<file path="src/rtl/flags_unit.sv">
// NZCV flags register with exception save stack; updates are visible one edge after the request.
// No backpressure: every request is resolved in the cycle it arrives, by fixed priority.
module flags_unit #(
  parameter logic [3:0] RESET_FLAGS = 4'b0000,
  parameter int         STACK_DEPTH = 4,
  parameter int         PTR_W       = 3
) (
  input  logic             CLK,
  input  logic             nRST,
  input  logic             StallE,
  input  logic [1:0]       FlagWriteE,
  input  logic             CondEx,
  input  logic [3:0]       ALUFlags,
  input  logic             MsrWrEn,
  input  logic [3:0]       MsrData,
  input  logic             ExcEntry,
  input  logic             ExcReturn,
  output logic [3:0]       Flags,
  output logic [PTR_W-1:0] StackCount,
  output logic             StackOvf,
  output logic             StackUnf
);

  localparam int               IDX_W     = (STACK_DEPTH > 1) ? $clog2(STACK_DEPTH) : 1;
  localparam logic [PTR_W-1:0] DEPTH_CNT = PTR_W'(STACK_DEPTH);

  logic [3:0]       stack_q [STACK_DEPTH];
  logic [3:0]       flags_d;
  logic [PTR_W-1:0] count_d;
  logic             ovf_d;
  logic             unf_d;
  logic             push;
  logic [IDX_W-1:0] top_idx;
  logic [IDX_W-1:0] push_idx;

  assign top_idx  = IDX_W'(StackCount - 1'b1);
  assign push_idx = IDX_W'(StackCount);

  // Exceptions flush the Execute instruction, so they pre-empt MSR/ALU writes.
  always_comb begin
    flags_d = Flags;
    count_d = StackCount;
    ovf_d   = StackOvf;
    unf_d   = StackUnf;
    push    = 1'b0;
    if (ExcReturn) begin
      if (StackCount != '0) begin
        flags_d = stack_q[top_idx];
        count_d = StackCount - 1'b1;
      end else begin
        unf_d = 1'b1;
      end
    end else if (ExcEntry) begin
      if (StackCount < DEPTH_CNT) begin
        push    = 1'b1;
        count_d = StackCount + 1'b1;
      end else begin
        ovf_d = 1'b1;
      end
    end else if (!StallE) begin
      if (MsrWrEn) begin
        flags_d = MsrData;
      end else if (CondEx) begin
        if (FlagWriteE[1]) flags_d[3:2] = ALUFlags[3:2];
        if (FlagWriteE[0]) flags_d[1:0] = ALUFlags[1:0];
      end
    end
  end

  always_ff @(posedge CLK or negedge nRST) begin
    if (!nRST) begin
      Flags      <= RESET_FLAGS;
      StackCount <= '0;
      StackOvf   <= 1'b0;
      StackUnf   <= 1'b0;
    end else begin
      Flags      <= flags_d;
      StackCount <= count_d;
      StackOvf   <= ovf_d;
      StackUnf   <= unf_d;
    end
  end

  // Stack contents need no reset; only StackCount qualifies them.
  always_ff @(posedge CLK) begin
    if (push) stack_q[push_idx] <= Flags;
  end

endmodule

</file>
<file path="config.mk">
export PLATFORM = sky130hd
export DESIGN_NAME = flags_unit
export DESIGN_NICKNAME = d
export VERILOG_FILES = /design/src/rtl/flags_unit.sv
export SDC_FILE = /design/constraint.sdc
export NUM_CORES = 1
export LEC_CHECK = 0
export CORE_AREA = 2 2 67 69
export DETAILED_ROUTE_END_ITERATION = 16
export DIE_AREA = 0 0 69 71
export PLACE_DENSITY = 0.48
export SLEW_MARGIN = 20
export SYNTH_ARGS = -nofsm -noshare
export SYNTH_HDL_FRONTEND = slang
export SYNTH_SLANG_ARGS = --single-unit
export TNS_END_PERCENT = 5
</file>
<file path="constraint.sdc">
create_clock -name CLK -period 5.82 [get_ports CLK]
set_input_delay 1.164 -clock CLK [delete_from_list [all_inputs] [get_ports CLK]]
set_output_delay 1.164 -clock CLK [all_outputs]
set_load 0.05 [all_outputs]
</file>
=== Yosys cells after proc, flatten, opt, wreduce, memory -nomap -nowiden ===
Memory sizes are Yosys's and may differ from the RTL's.
Cells that the tools add are included.

* Input bits: 17
* Memories: 1
* Bits in writable memories: 16
* Register bits: 9
* Logic and storage cells: 43

{| class="wikitable"
|+ Memory list
! name !! words !! bits a word !! rd ports !! clocked after memory_dff !! wr ports !! RTL line !! source
|-
| stack_q || 4 || 4 || 1 || 0 || 1 || 27 || <nowiki>logic [3:0] stack_q [STACK_DEPTH];</nowiki>
|}

* Order comparisons: 1
* Reduce and logical (&&, ||, !) cells: 11
* Equal/unequal tests: 3
* Add/subtract/negate cells: 2
* Multiplexer cells: 17
* Bitwise gates (word level): 3

{| class="wikitable"
|+ Operators by type and width
! cell !! count
|-
| 2-to-1 mux 4 bit || 6
|-
| 2-to-1 mux 3 bit || 4
|-
| nonzero test 3 bit || 4
|-
| AND reduction 5 bit || 2
|-
| != test 2 x 1 -> 1 bit (second input constant) || 3
|-
| AND reduction 3 bit || 2
|-
| 2-to-1 mux 1 bit || 5
|-
| 2-to-1 mux 2 bit || 2
|-
| nonzero test 2 bit || 2
|-
| adder 3 x 1 -> 3 bit (second input constant) || 1
|-
| less-than comparator 3 bit (second input constant) || 1
|-
| NOT 1 bit || 3
|-
| subtractor 3 x 1 -> 3 bit (second input constant) || 1
|-
| AND reduction 2 bit || 1
|}

=== Logic depth before layout (Yosys ltp) ===
* Depth after elaboration: 6
* Depth in mapped cells: 8
* Depth with buffers taken out: 7

=== Least setup slack after synthesis ===
No wires, ideal clock.

* Kind: input-to-reg
* Start point: input port ExcReturn
* End point: memory stack_q[3][0] (enable)
* Data arrival time: 1.865 ns
* Setup time: 0.362 ns
* Cell stages on the path: 3
* Buffers on the path: 2
* Slack: 3.593 ns
* Cell sequence: buf_6 clkbuf_1 nor3_1

* Longest elaborated chain between the ends: 3

{| class="wikitable"
|+ RTL lines
! element !! RTL line !! source
|-
| start, declared || 17 || <nowiki>input logic ExcReturn,</nowiki>
|-
| 2-to-1 mux 1 bit || 46 || <nowiki>if (ExcReturn) begin</nowiki>
|-
| 2-to-1 mux 1 bit || 86 || <nowiki>if (push) stack_q[push_idx] <= Flags;</nowiki>
|-
| 2-to-1 mux 1 bit (implied by the code) || 86 ||
|-
| end, declared || 27 ||
|}

Every way passes these cells.

=== Worst setup path in the final report ===
* Start point: register StackCount[0]
* End point: output port StackCount[0]

{| class="wikitable"
|+ RTL lines
! element !! RTL line !! source
|-
| start, declared || 19 || <nowiki>output logic [PTR_W-1:0] StackCount,</nowiki>
|-
| start signal, assigned || 78 || <nowiki>StackCount <= count_d;</nowiki>
|}

No word-level cell between the ends.

==> impl_results.md <==
- CP Max Fanout: 13
- Worst VDD drop: 0.298 mV
- Leakage: 0.000579 uW
- Setup Skew: 0.00468 ns
- Yosys cell types: 26
- RSZ-0062 raised after global routing: false
- # IOs: 26
- Synth Warn #: 0
- Gr usage total: 10.9%
- Minimum clock period: 3.07 ns
- CTS tree: built
- CTS Sinks: 25
- R2R Path End: Flags[1]$_DFFE_PN0P_
- Starting Density: 28.7%
- Commonest non-fill, non-tap cell in the layout: clkdlybuf4s50_1
- CP bufs+invs: 1
- TNS Setup: 0 ns
- Seq/Total Area, Yosys: 58.6%
- Final setup viols: 0
- Pin count of the biggest net entering global routing: 19
- Routed vias/inst: 4.75
- Hold Slack: ~0.48 ns
- Critical Path Max Stage Delay: 0.92 ns
- Syn Nets: 110
- Post-Syn Instances: 87
- Vias: roughly 780
- Reg-to-Reg Start: StackCount[0]$_DFFE_PN0P_
- CTS Hold Bufs: 0
- Gr ovfl total: 0
- RD Place Congestion: roughly 0.76
- Hold Crit Depth: 1
- CP delay by family, top: buffers and inverters
- CTS HTree Levels: 1
- 1st-iter DRT viols: 16
- Critical Path RT: 4.66 ns
- Drc violations: 0
- Area Overhead vs Synth: 27.4%
- Max_cap viols: 0
- # rows: 24
- Slew @ Worst Pin: 0.669 ns
- Tightest Hold Check Type: reg2reg
- Share of layout cells above drive strength 1: 12.5%
- Cell taking the most area after synthesis: edfxtp_1
- Worst skew pair latency: 0.27 ns
- Outcome: complete, no violations
- DR WL/cell: 15.2 um
- Fmax: 0.326 GHz
- Post-CTS Resized: 0
- Combinational power share: 44.7%
- Vias in the first global route: 821
- Full die area: slightly below 0.005 mm2
- Reg2reg path depth: 7
- Net count, final: between 100 and 150
- Final ANT Viol Nets: 0
- Flop2flop setup slack: 3.49 ns
- Max Slew Vio Count: 0
- Kind of critical path: reg2out
- First-pass GRT wire length: 4170 um
- Avg Cell Area, Syn: 13.8 um2
- Post-Layout Inst Area: 0.00154 mm2
- Post-synth EDFFs: 16
- CTS Buffer Depth: 2
- Sw frac: about two fifths
- Synth Flop Type: edfxtp_1
- Slew Limit Headroom: 55.1%
- Port bufs: 25
- Pwr dens: roughly 470 mW/mm2
- Drt first pass iters: 4
- Net Switching: 300 uW
- Post-synthesis register bit count: 25
- Root buffer cell: clkbuf_8
- CTS buffer count: 3
- Total power: 723 uW
- DIE WIDTH: between 60 and 70 um
- Sequential share of power: 41.4%
- Post-synth ARST share: 36.0%
- Internal power: between 400 and 500 uW
- Critical path's slowest cell: clkdlybuf4s50_1
- Crit path cell chain: clkdlybuf4s50_1
- Core box area: about 0.0042 mm2
- Post-DP Area: ~0.0015 mm2
- Die height: approximately 71 um
- Post-Syn Area: 0.00120 mm2
- Startpoint types: flip-flop
- Initial antenna violation count: 0
- Final antenna diode count: 0
- HP Start: StackUnf$_DFFE_PN0P_
- Synth area leaders: edfxtp_1 (40%), dfrtp_1 (19%), mux2_2 (7.5%), ha_1 (6.2%), mux2_1 (3.7%)
- CP arrival: 1.91 ns
- Setup Fix Bufs, Post-CTS: 0
- Final hold vios: 0
- Worst setup EP type: output port
- Post-synth top area share: about two fifths
- Clock power frac: 13.9%
- HPWL Detailed: 1890 um
- Clk slew on worst S/H paths: around 0.080 ns
- Most frequent cells in the layout: clkdlybuf4s50_1 (25), edfxtp_1 (16), dfrtp_1 (9)
- DRT Wirelength: 2500 um
- Min-Delay Endpoint: StackUnf$_DFFE_PN0P_
- Period Utilization, post-route: a little over half
==> state kept, by name, indices dropped and copies added (netlist names) <==
signal and cells:
StackCount 3, Flags 4, StackUnf 1, stack_q 16
StackOvf 1
==> stage by stage <==
stage,instances,utilization [%],setup slack (ns)
2_1_floorplan,87,-,3.59
3_3_place_gp,160,35.4,2.81
3_5_place_dp,160,35.4,2.77
4_1_cts,164,36.5,2.72
5_1_grt,164,36.5,2.66
6_report,164,36.5,2.75
==> power groups by stage <==
stage,combinational (uW),clock [uW],sequential (uW)
6_report,323,100,299
5_1_grt,352,110,310
4_1_cts,328,102,302
3_5_place_dp,327,0,305
3_3_place_gp,324,0,303
2_1_floorplan,146,0,376
==> metal layers <==
| layer | part of all wire [%] | global-route usage, % | wire [um] |
|---|---|---|---|
| met4 | 1.4 | 3.92 | 34 |
| met3 | 5.7 | 2.14 | 142 |
| met2 | 46 | 17.9 | 1150 |
| met5 | 0 | 0 | 0 |
| met1 | 47 | 14.4 | 1170 |
==> how the worst max path moves through the flow <==
| stage | start | end | depth (start not counted) |
|---|---|---|---|
| finish | StackCount[0]$_DFFE_PN0P_ | StackCount[0] | 1 |
| global route | StackCount[0]$_DFFE_PN0P_ | StackCount[0] | 1 |
| CTS | StackCount[0]$_DFFE_PN0P_ | StackCount[0] | 1 |
| detailed placement | ExcReturn | Flags[2]$_DFFE_PN0P_ | 4 |
| global placement | ExcReturn | Flags[0]$_DFFE_PN0P_ | 4 |
| floorplan | ExcReturn | stack_q[3][0]$_DFFE_PP_ | 3 |
==> cell families after synthesis <==
family,Yosys count,share of synthesized area (%)
XOR/XNOR,1,0.727
multiplexers,16,14.5
flip-flops,25,58.6
buffers and inverters,8,3.84
AND/OR/NAND/NOR,14,5.71
adder cells (fa/ha/maj),6,6.23
AO/OA/AOI/OAI,17,10.4
==> Yosys cell counts (2+ instances only) <==
cell type	number
edfxtp_1	16
dfrtp_1	9
mux2_2	8
ha_1	6
nor2_1	6
a31oi_1	4
inv_1	4
mux2_1	4
mux2i_1	4
o22ai_1	4
and3_1	3
o31ai_1	3
buf_6	2
nand2b_1	2
==> final cells by class <==
| class | count | area (um2) |
|---|---|---|
| well taps | 52 | 65.1 |
| flip-flops and latches | 25 | 706 |
| repair buffers | 25 | 250 |
| clock buffers | 3 | 41.3 |
| fillers | 421 | 2670 |
| clock inverters | 1 | 5.00 |
| multi-input cells | 54 | 453 |
| inverters | 4 | 15.0 |
No activity file was read; power rests on OpenSTA's default activity.
